[src/rtl/alu_share_arbiter.sv]
// alu_share_arbiter
// Time-shares one external combinational 32-bit ALU between two requesters
// (req0 = execute-stage issue, req1 = branch/address helper). A request is
// accepted only in IDLE. Its operands are registered onto the ALU ports.
// The ALU result is captured one cycle later (EXEC). The result is then held
// on the shared response bus (RESP) until the owning requester accepts it.
//
// Build option: define ALU_ARB_FIXED_PRIO_EN to make requester 0 win every
// tie. Without it, ties are broken round-robin starting with requester 0.
module alu_share_arbiter #(
  parameter int DATA_W = 32,
  parameter int CTRL_W = 6,
  parameter int FLAG_W = 3
) (
  input  logic              i_clk,
  input  logic              i_rst,
  input  logic [1:0]        i_req_valid,
  output logic [1:0]        o_req_ready,
  input  logic [DATA_W-1:0] i_req0_op1,
  input  logic [DATA_W-1:0] i_req0_op2,
  input  logic [CTRL_W-1:0] i_req0_ctrl,
  input  logic [FLAG_W-1:0] i_req0_flags,
  input  logic [DATA_W-1:0] i_req1_op1,
  input  logic [DATA_W-1:0] i_req1_op2,
  input  logic [CTRL_W-1:0] i_req1_ctrl,
  input  logic [FLAG_W-1:0] i_req1_flags,
  output logic [1:0]        o_resp_valid,
  input  logic [1:0]        i_resp_ready,
  output logic [DATA_W-1:0] o_resp_result,
  output logic              o_resp_overflow,
  output logic              o_resp_zero,
  output logic [DATA_W-1:0] o_alu_op1,
  output logic [DATA_W-1:0] o_alu_op2,
  output logic [CTRL_W-1:0] o_alu_control,
  output logic              o_alu_lw,
  output logic              o_alu_sw,
  output logic              o_alu_beq_bit,
  input  logic [DATA_W-1:0] i_alu_result,
  input  logic              i_alu_overflow,
  input  logic              i_alu_zero,
  output logic              o_busy
);

  typedef enum logic [1:0] {
    IDLE = 2'd0,
    EXEC = 2'd1,
    RESP = 2'd2
  } state_t;

  state_t              state_q, state_d;
  logic                owner_q, owner_d;
`ifndef ALU_ARB_FIXED_PRIO_EN
  logic                last_grant_q, last_grant_d;
`endif
  logic [DATA_W-1:0]   alu_op1_q, alu_op1_d;
  logic [DATA_W-1:0]   alu_op2_q, alu_op2_d;
  logic [CTRL_W-1:0]   alu_ctrl_q, alu_ctrl_d;
  logic [FLAG_W-1:0]   alu_flags_q, alu_flags_d;
  logic [DATA_W-1:0]   resp_result_q, resp_result_d;
  logic                resp_overflow_q, resp_overflow_d;
  logic                resp_zero_q, resp_zero_d;

  logic                winner;
  logic                accept;
  logic                resp_done;

  // Pick the requester to serve: a lone valid requester wins outright,
  // a tie goes to requester 0 (fixed priority) or to the one not served last.
  always_comb begin
    winner = 1'b0;
    case (i_req_valid)
      2'b10:   winner = 1'b1;
`ifdef ALU_ARB_FIXED_PRIO_EN
      2'b11:   winner = 1'b0;
`else
      2'b11:   winner = ~last_grant_q;
`endif
      default: winner = 1'b0;
    endcase
  end

  // Handshakes: accept only from IDLE; only the owner's ready retires a response.
  always_comb begin
    accept    = (state_q == IDLE) && i_req_valid[winner];
    resp_done = (state_q == RESP) && i_resp_ready[owner_q];
  end

  // Per-requester ready/valid lines; each is one-hot because a single
  // winner/owner bit selects which line may rise.
  for (genvar gi = 0; gi < 2; gi++) begin : g_port
    assign o_req_ready[gi]  = accept && (winner == 1'(gi));
    assign o_resp_valid[gi] = (state_q == RESP) && (owner_q == 1'(gi));
  end

  // Next-state and datapath loads: operands load on accept, results load in EXEC.
  always_comb begin
    state_d         = state_q;
    owner_d         = owner_q;
`ifndef ALU_ARB_FIXED_PRIO_EN
    last_grant_d    = last_grant_q;
`endif
    alu_op1_d       = alu_op1_q;
    alu_op2_d       = alu_op2_q;
    alu_ctrl_d      = alu_ctrl_q;
    alu_flags_d     = alu_flags_q;
    resp_result_d   = resp_result_q;
    resp_overflow_d = resp_overflow_q;
    resp_zero_d     = resp_zero_q;
    case (state_q)
      IDLE: begin
        if (accept) begin
          state_d      = EXEC;
          owner_d      = winner;
`ifndef ALU_ARB_FIXED_PRIO_EN
          last_grant_d = winner;
`endif
          if (winner) begin
            alu_op1_d   = i_req1_op1;
            alu_op2_d   = i_req1_op2;
            alu_ctrl_d  = i_req1_ctrl;
            alu_flags_d = i_req1_flags;
          end else begin
            alu_op1_d   = i_req0_op1;
            alu_op2_d   = i_req0_op2;
            alu_ctrl_d  = i_req0_ctrl;
            alu_flags_d = i_req0_flags;
          end
        end
      end
      EXEC: begin
        // The ALU has had a full cycle to settle on the registered operands.
        state_d         = RESP;
        resp_result_d   = i_alu_result;
        resp_overflow_d = i_alu_overflow;
        resp_zero_d     = i_alu_zero;
      end
      RESP: begin
        // Returning to IDLE first keeps a new accept out of the retire cycle.
        if (resp_done) state_d = IDLE;
      end
      default: state_d = IDLE;
    endcase
  end

  // State and datapath registers; reset abandons any in-flight operation.
  always_ff @(posedge i_clk or posedge i_rst) begin
    if (i_rst) begin
      state_q         <= IDLE;
      owner_q         <= 1'b0;
`ifndef ALU_ARB_FIXED_PRIO_EN
      last_grant_q    <= 1'b1;
`endif
      alu_op1_q       <= '0;
      alu_op2_q       <= '0;
      alu_ctrl_q      <= '0;
      alu_flags_q     <= '0;
      resp_result_q   <= '0;
      resp_overflow_q <= 1'b0;
      resp_zero_q     <= 1'b0;
    end else begin
      state_q         <= state_d;
      owner_q         <= owner_d;
`ifndef ALU_ARB_FIXED_PRIO_EN
      last_grant_q    <= last_grant_d;
`endif
      alu_op1_q       <= alu_op1_d;
      alu_op2_q       <= alu_op2_d;
      alu_ctrl_q      <= alu_ctrl_d;
      alu_flags_q     <= alu_flags_d;
      resp_result_q   <= resp_result_d;
      resp_overflow_q <= resp_overflow_d;
      resp_zero_q     <= resp_zero_d;
    end
  end

  assign o_alu_op1       = alu_op1_q;
  assign o_alu_op2       = alu_op2_q;
  assign o_alu_control   = alu_ctrl_q;
  assign o_alu_lw        = alu_flags_q[2];
  assign o_alu_sw        = alu_flags_q[1];
  assign o_alu_beq_bit   = alu_flags_q[0];
  assign o_resp_result   = resp_result_q;
  assign o_resp_overflow = resp_overflow_q;
  assign o_resp_zero     = resp_zero_q;
  assign o_busy          = (state_q != IDLE);

endmodule

[config.mk]
export PLATFORM = sky130hd
export DESIGN_NAME = alu_share_arbiter
export DESIGN_NICKNAME = d
export VERILOG_FILES = /design/src/rtl/alu_share_arbiter.sv
export SDC_FILE = /design/constraint.sdc
export NUM_CORES = 1
export LEC_CHECK = 0
export ABC_AREA = 0
export CORE_ASPECT_RATIO = 0.75
export CORE_MARGIN = 5
export CORE_UTILIZATION = 33
export DETAILED_ROUTE_END_ITERATION = 16
export GPL_TIMING_DRIVEN = 0
export PLACE_DENSITY = 0.77
export RECOVER_POWER = 100
export SLEW_MARGIN = 30
export SYNTH_ARGS = -nofsm -noshare
export SYNTH_HDL_FRONTEND = slang
export SYNTH_SLANG_ARGS = --single-unit
[constraint.sdc]
create_clock -name i_clk -period 3.1 [get_ports i_clk]
set_clock_uncertainty 0.15 [all_clocks]
set_input_delay 0.31 -clock i_clk [delete_from_list [all_inputs] [get_ports i_clk]]
set_output_delay 0.31 -clock i_clk [all_outputs]
set_load 0.01 [all_outputs]
==> out/summary.txt, run 1 <==
Outcome: complete, no violations
Antenna diodes: 0
Fill cells: 1137
Clk sinks: 111
Area of the multi-input gates: 0.00175 mm²
Clk_lat worst skew: 0.35 ns
TritonCTS buffer count: 9
H-tree depth: 3
Final period util: 0.890
Area growth, synth to finish: 75.9%
Clock Pin Slew Worst Setup and Hold Paths: 0.07 ns
Drt via density: 5.03
First-pass GRT wire length: 26.0 mm
WP data arrival: 2.30 ns
CTS tree: built
Maximum fanout along the worst path: 10
Synth Register Bits: 111
Die height: 114 µm
CP Launch Type: flop
Top cells by area, synth: dfrtp_1, a221o_1, o21a_1
Synth Area in Simple Gates: 0.0113
Avg Cell Area, Syn: 13.7 µm²
Core footprint: 0.0143 mm²
Synth cell types: 17
Hold buffers post-CTS: 0
PwrDens: 930 mW/mm²
Die width: 149 µm
Grt total ovfl: 0
Post-synthesis xor/xnor area fraction: 0
1st-pass router iterations: 4
Via count: 4345
Post-route ant nets: 0
Worst-margin pin slew: 0.992 ns
Total track usage: 0.195
RSZ-0062 raised after global routing: false
Layout net count: 844
Seq/Total Area, Yosys: 0.585
Register area: 0.00278 mm²
Max cap viols: 0
Synth Area in Adders: 0
HP Class: flop to flop
Fmax: 362 MHz
Antenna violations before repair: 0
Commonest cells in the synthesized netlist: dfrtp_1, a221o_1, o21a_1, mux2_2, buf_2
Pin count of the biggest net entering global routing: 29
Final setup fails: 0
Setup tns final: 0 ns
Clk root buf: clkbuf_16
Fin crit period: 2.76 ns
Synth Net Count: 532
Final hold vios: 0
Die area: 0.0169 mm²
Port Buffers: 297
Crit end category: output port
Post_cts resized: 0
Most common cell in the netlist: dfrtp_1
DRT iter0 DRCs: 225
Ratio of cells with drive above 1 in the final layout: 0.109
Row count: 38
Number of setup buffers added after CTS: 0
Top-area cell type share of the netlist area: 0.579
Top cell type by total area after synthesis: dfrtp_1
Synth Flop Type: dfrtp_1
Clk buf depth: 2
Post-DP HPWL: 13.5 mm
Routed wire length: 16.9 mm
Peak VDD IR: 0.000402 V
Placed inst area: 0.00808 mm²
Post-synthesis mux area share: 0.0829
Vias in the first global route: 4747
P_leak: 0.00352 µW
Initial core utilization: 0.332
Synth Instances: 346
Crit Path Category: flop to output port
Synth warnings: 0
Boundary Pins: 298
Number of synthesized flops with an enable pin: 0
Routability cong.: 0.824
Post-route cell area: 0.00836 mm²
Drt wl/cell: 19.6 µm
Syn Std Cell Area: 0.00475 mm²
Worst R2R Setup Slack: 1.05 ns
Main combinational cell family by area after synthesis: compound AO/OA/AOI/OAI gates
Slew Viols, Final: 0
Slew margin rel.: 0.339
DR DRC count: 0
Synth Area in Compound Gates: 0.274
Req. time, crit path: 2.64 ns
Ys async rst share: 1.00
-- cell type report --
class / instances / share of cell area
sequential: 111 / 0.332
multi-input combinational: 195 / 0.210
timing repair buffer: 301 / 0.364
clock buffer: 11 / 0.0290
buffer: 36 / 0.0232
inverter: 4 / 0.00195
tap: 200 / 0.0299
clock inverter: 5 / 0.00973
-- path summary, 6_finish.rpt --
| path | startpoint | endpoint | cells after the start |
|---|---|---|---|
| worst max-delay path | state_q[0] | o_req_ready[1] | 5 |
| worst min-delay path | o_resp_result[13] | o_resp_result[13] | 1 |
| worst max register to register | state_q[0] | o_resp_result[5] | 4 |
| worst min register to register | o_resp_result[13] | o_resp_result[13] | 1 |
| max in group asynchronous | i_rst | o_alu_op1[17] | 4 |
| min in group asynchronous | i_rst | o_resp_result[25] | 2 |
-- routing by layer --
metal / vias up / wire length [µm] / global-route usage / share of wire
li1: 1978 / - / - / -
met1: 2144 / 6830 / 0.240 / 0.40
met2: 205 / 8350 / 0.336 / 0.49
met3: 18 / 1480 / 0.0651 / 0.088
met4: 0 / 211 / 0.0431 / 0.013
met5: - / 0 / 0 / 0
-- layout by cell type (no fill, tap or decap), types with 2 or more instances in the layout --
master,synthesis,layout
nand2b_1,2,2
bufinv_16,0,2
clkdlybuf4s50_1,0,184
buf_6,6,6
o21ai_0,2,2
inv_1,4,3
a221o_1,73,73
dfrtp_1,110,110
nor2_1,3,3
o21a_1,73,73
and3_1,2,2
a21o_1,2,2
clkbuf_16,0,9
buf_2,22,11
clkbuf_1,8,21
mux2_2,35,34
dlygate4sd3_1,0,113
buf_12,0,2
-- stage by stage --
| step | util | worst slack [ns] | power, µW | hold WS [ns] | cells |
|---|---|---|---|---|---|
| 2_1_floorplan | - | 1.30 | 4640 | 0.305 | 346 |
| 3_3_place_gp | 0.558 | 0.230 | 6740 | 0.337 | 843 |
| 3_5_place_dp | 0.564 | 0.575 | 6870 | 0.344 | 847 |
| 4_1_cts | 0.587 | 0.457 | 8170 | 0.169 | 863 |
| 5_1_grt | 0.584 | 0.210 | 8250 | 0.365 | 863 |
| 6_report | 0.584 | 0.341 | 7770 | 0.353 | 863 |
-- registers in the layout, indices dropped and copies added (netlist names), 2 cells and up --
register / cells
o_resp_result: 32
o_alu_op1: 32
alu_flags_q: 3
o_alu_op2: 32
state_q: 2
o_alu_control: 6
-- critical path, cell delays in order, from the launching register on --
cell and delay [ns]:
dfrtp_1 0.40, nor2_2 0.17, and3_1 0.16, buf_2 0.15, clkbuf_1 0.42, clkdlybuf4s50_1 0.64
-- kinds of logic after synthesis --
| kind of cell | Yosys count |
|---|---|
| muxes | 35 |
| AOI/OAI and AO/OA | 150 |
| and+or+nand+nor | 10 |
| buffers and inverters | 40 |
| DFF | 111 |
-- report_power, final --
part           internal [µW]  total, µW  switching, µW  leakage (µW)
logic                   2250       3960           1710       0.00202
registers               2180       2550            372       0.00135
clock network            731       1260            530      0.000156
No activity file was read; power rests on OpenSTA's default activity.
==> inputs of run 2 (changes only) <==
--- a/config.mk
+++ b/config.mk
@@ -11,8 +11,8 @@
 export CORE_UTILIZATION = 33
 export DETAILED_ROUTE_END_ITERATION = 16
 export GPL_TIMING_DRIVEN = 0
-export PLACE_DENSITY = 0.77
-export RECOVER_POWER = 100
+export PLACE_DENSITY = 0.81
+export RECOVER_POWER = 25
 export SLEW_MARGIN = 30
 export SYNTH_ARGS = -nofsm -noshare
 export SYNTH_HDL_FRONTEND = slang
==> run 2 against run 1 <==
Net effect: utilization shrank 0.24 points; global-route usage grew 0.16 points; die area is the same; non-clock buffer count is the same; via count grew 1.4%; first-iteration DRC count grew 13%; maximum frequency grew 7.1%; cell count is the same; total power grew 2.5%; critical endpoint is now o_req_ready[0]; largest cell class unchanged; highest routed layer unchanged.
==> out/summary.txt, run 2 (synthesized netlist as in run 1, its figures left out) <==
Antenna violations before repair: 0
Worst R2R Setup Slack: 1.20 ns
Register area: 0.00278 mm²
Critical path buffer and inverter count: 2
Fill cells: 1160
DRT iter0 DRCs: 255
Clk root buf: clkbuf_16
Area growth, synth to finish: 75.2%
Number of setup buffers added after CTS: 0
Die height: 114 µm
Req. time, crit path: 2.64 ns
Routability cong.: 0.925
Placed inst area: 0.00807 mm²
CTS tree: built
Post-route ant nets: 0
1st-pass router iterations: 4
Initial core utilization: 0.332
Via count: 4404
Core footprint: 0.0143 mm²
Post_cts resized: 0
P_leak: 0.00342 µW
Final period util: 0.831
Fin crit period: 2.58 ns
Core Util, Final: 0.582
Outcome: complete, no violations
Total track usage: 0.197
Layout net count: 844
Highest-count cells in the layout ignoring fill and taps: clkdlybuf4s50_1, dfrtp_1, o21a_1, a221o_1, mux2_2
Ratio of cells with drive above 1 in the final layout: 0.124
Clk sinks: 111
Clock Pin Slew Worst Setup and Hold Paths: 0.07 ns
WP data arrival: 2.12 ns
CP Launch Type: flop
Hold buffers post-CTS: 0
Peak VDD IR: 0.000477 V
Commonest non-fill, non-tap cell in the layout: clkdlybuf4s50_1
Final setup fails: 0
Clk buf depth: 2
Grt total ovfl: 0
Worst-margin pin slew: 1.08 ns
Setup tns final: 0 ns
RSZ-0062 raised after global routing: false
Clk_lat worst skew: 0.34 ns
Reg2Reg Launch Point: last_grant_q
Slew margin rel.: 0.281
DR DRC count: 0
Post-DP HPWL: 13.6 mm
CP max stage delay: 0.62 ns
Crit end category: output port
PwrDens: 957 mW/mm²
Routed wire length: 17.0 mm
Max cap viols: 0
CP cell instances: nand2b_1 -> and3_1 -> clkbuf_1 -> clkdlybuf4s50_1
Die width: 149 µm
Maximum fanout along the worst path: 10
Vias in the first global route: 4775
Boundary Pins: 298
Final hold vios: 0
H-tree depth: 3
Pin count of the biggest net entering global routing: 31
Row count: 38
TritonCTS buffer count: 9
Area of the multi-input gates: 0.00175 mm²
First-pass GRT wire length: 26.2 mm
Crit-path slowest cell: clkdlybuf4s50_1
Crit Path Category: flop to output port
Antenna diodes: 0
Port Buffers: 297
HP Class: input port to async pin
Fmax: 388 MHz
Die area: 0.0169 mm²
Drt wl/cell: 19.7 µm
Post-route cell area: 0.00833 mm²
Slew Viols, Final: 0
Worst reg2reg path endpoint: o_alu_op1[24]
Drt via density: 5.10
Delay-heaviest family, CP: buffers and inverters
FF-to-FF path depth: 5
==> run 2: cell count changes in the layout (fill, tap and decap cells not counted), moves of 9 or more <==
cell,before,now
clkbuf_1,21,12
buf_2,11,22
dlygate4sd3_1,113,2
clkdlybuf4s50_1,184,295
==> run 2: how the worst max path moves through the flow <==
stage	from	endpoint	slack, ns	cells after the start
2_1_floorplan	i_rst	alu_flags_q[0]	1.30	1
3_3_place_gp	i_rst	o_alu_op2[3]	0.24	2
3_5_place_dp	i_req_valid[1]	o_alu_op1[15]	0.57	5
4_1_cts	last_grant_q	o_req_ready[0]	0.50	4
5_1_grt	last_grant_q	o_req_ready[0]	0.38	4
6_report	last_grant_q	o_req_ready[0]	0.52	4
==> run 2: area by class of cell <==
| cell class | instances | area share |
|---|---|---|
| Timing Repair Buffer | 301 | 0.365 |
| Sequential cell | 111 | 0.334 |
| Multi-Input combinational cell | 195 | 0.210 |
| Tap cell | 200 | 0.0301 |
| Clock buffer | 12 | 0.0284 |
| Buffer | 36 | 0.0249 |
| Clock inverter | 4 | 0.00571 |
| Inverter | 4 | 0.00195 |
==> run 2: through the flow <==
step	hold slack [ns]	power (µW)	cells	setup slack [ns]
floorplan	0.305	4640	346	1.30
global placement	0.335	6710	843	0.245
detailed placement	0.343	6870	847	0.567
CTS	0.106	8050	863	0.504
global route	0.312	8430	863	0.382
finish	0.298	7970	863	0.524
==> run 2: power by group <==
part           internal (µW)  total, µW  switching [µW]
registers               2180       2590             408
logic                   2520       4240            1710
clock network            626       1140             516
==> run 2: metal layers <==
| metal | routed length [µm] | track usage |
|---|---|---|
| met1 | 6830 | 0.247 |
| met2 | 8380 | 0.330 |
| met3 | 1410 | 0.0624 |
| met4 | 335 | 0.0554 |
| met5 | 0 | 0 |
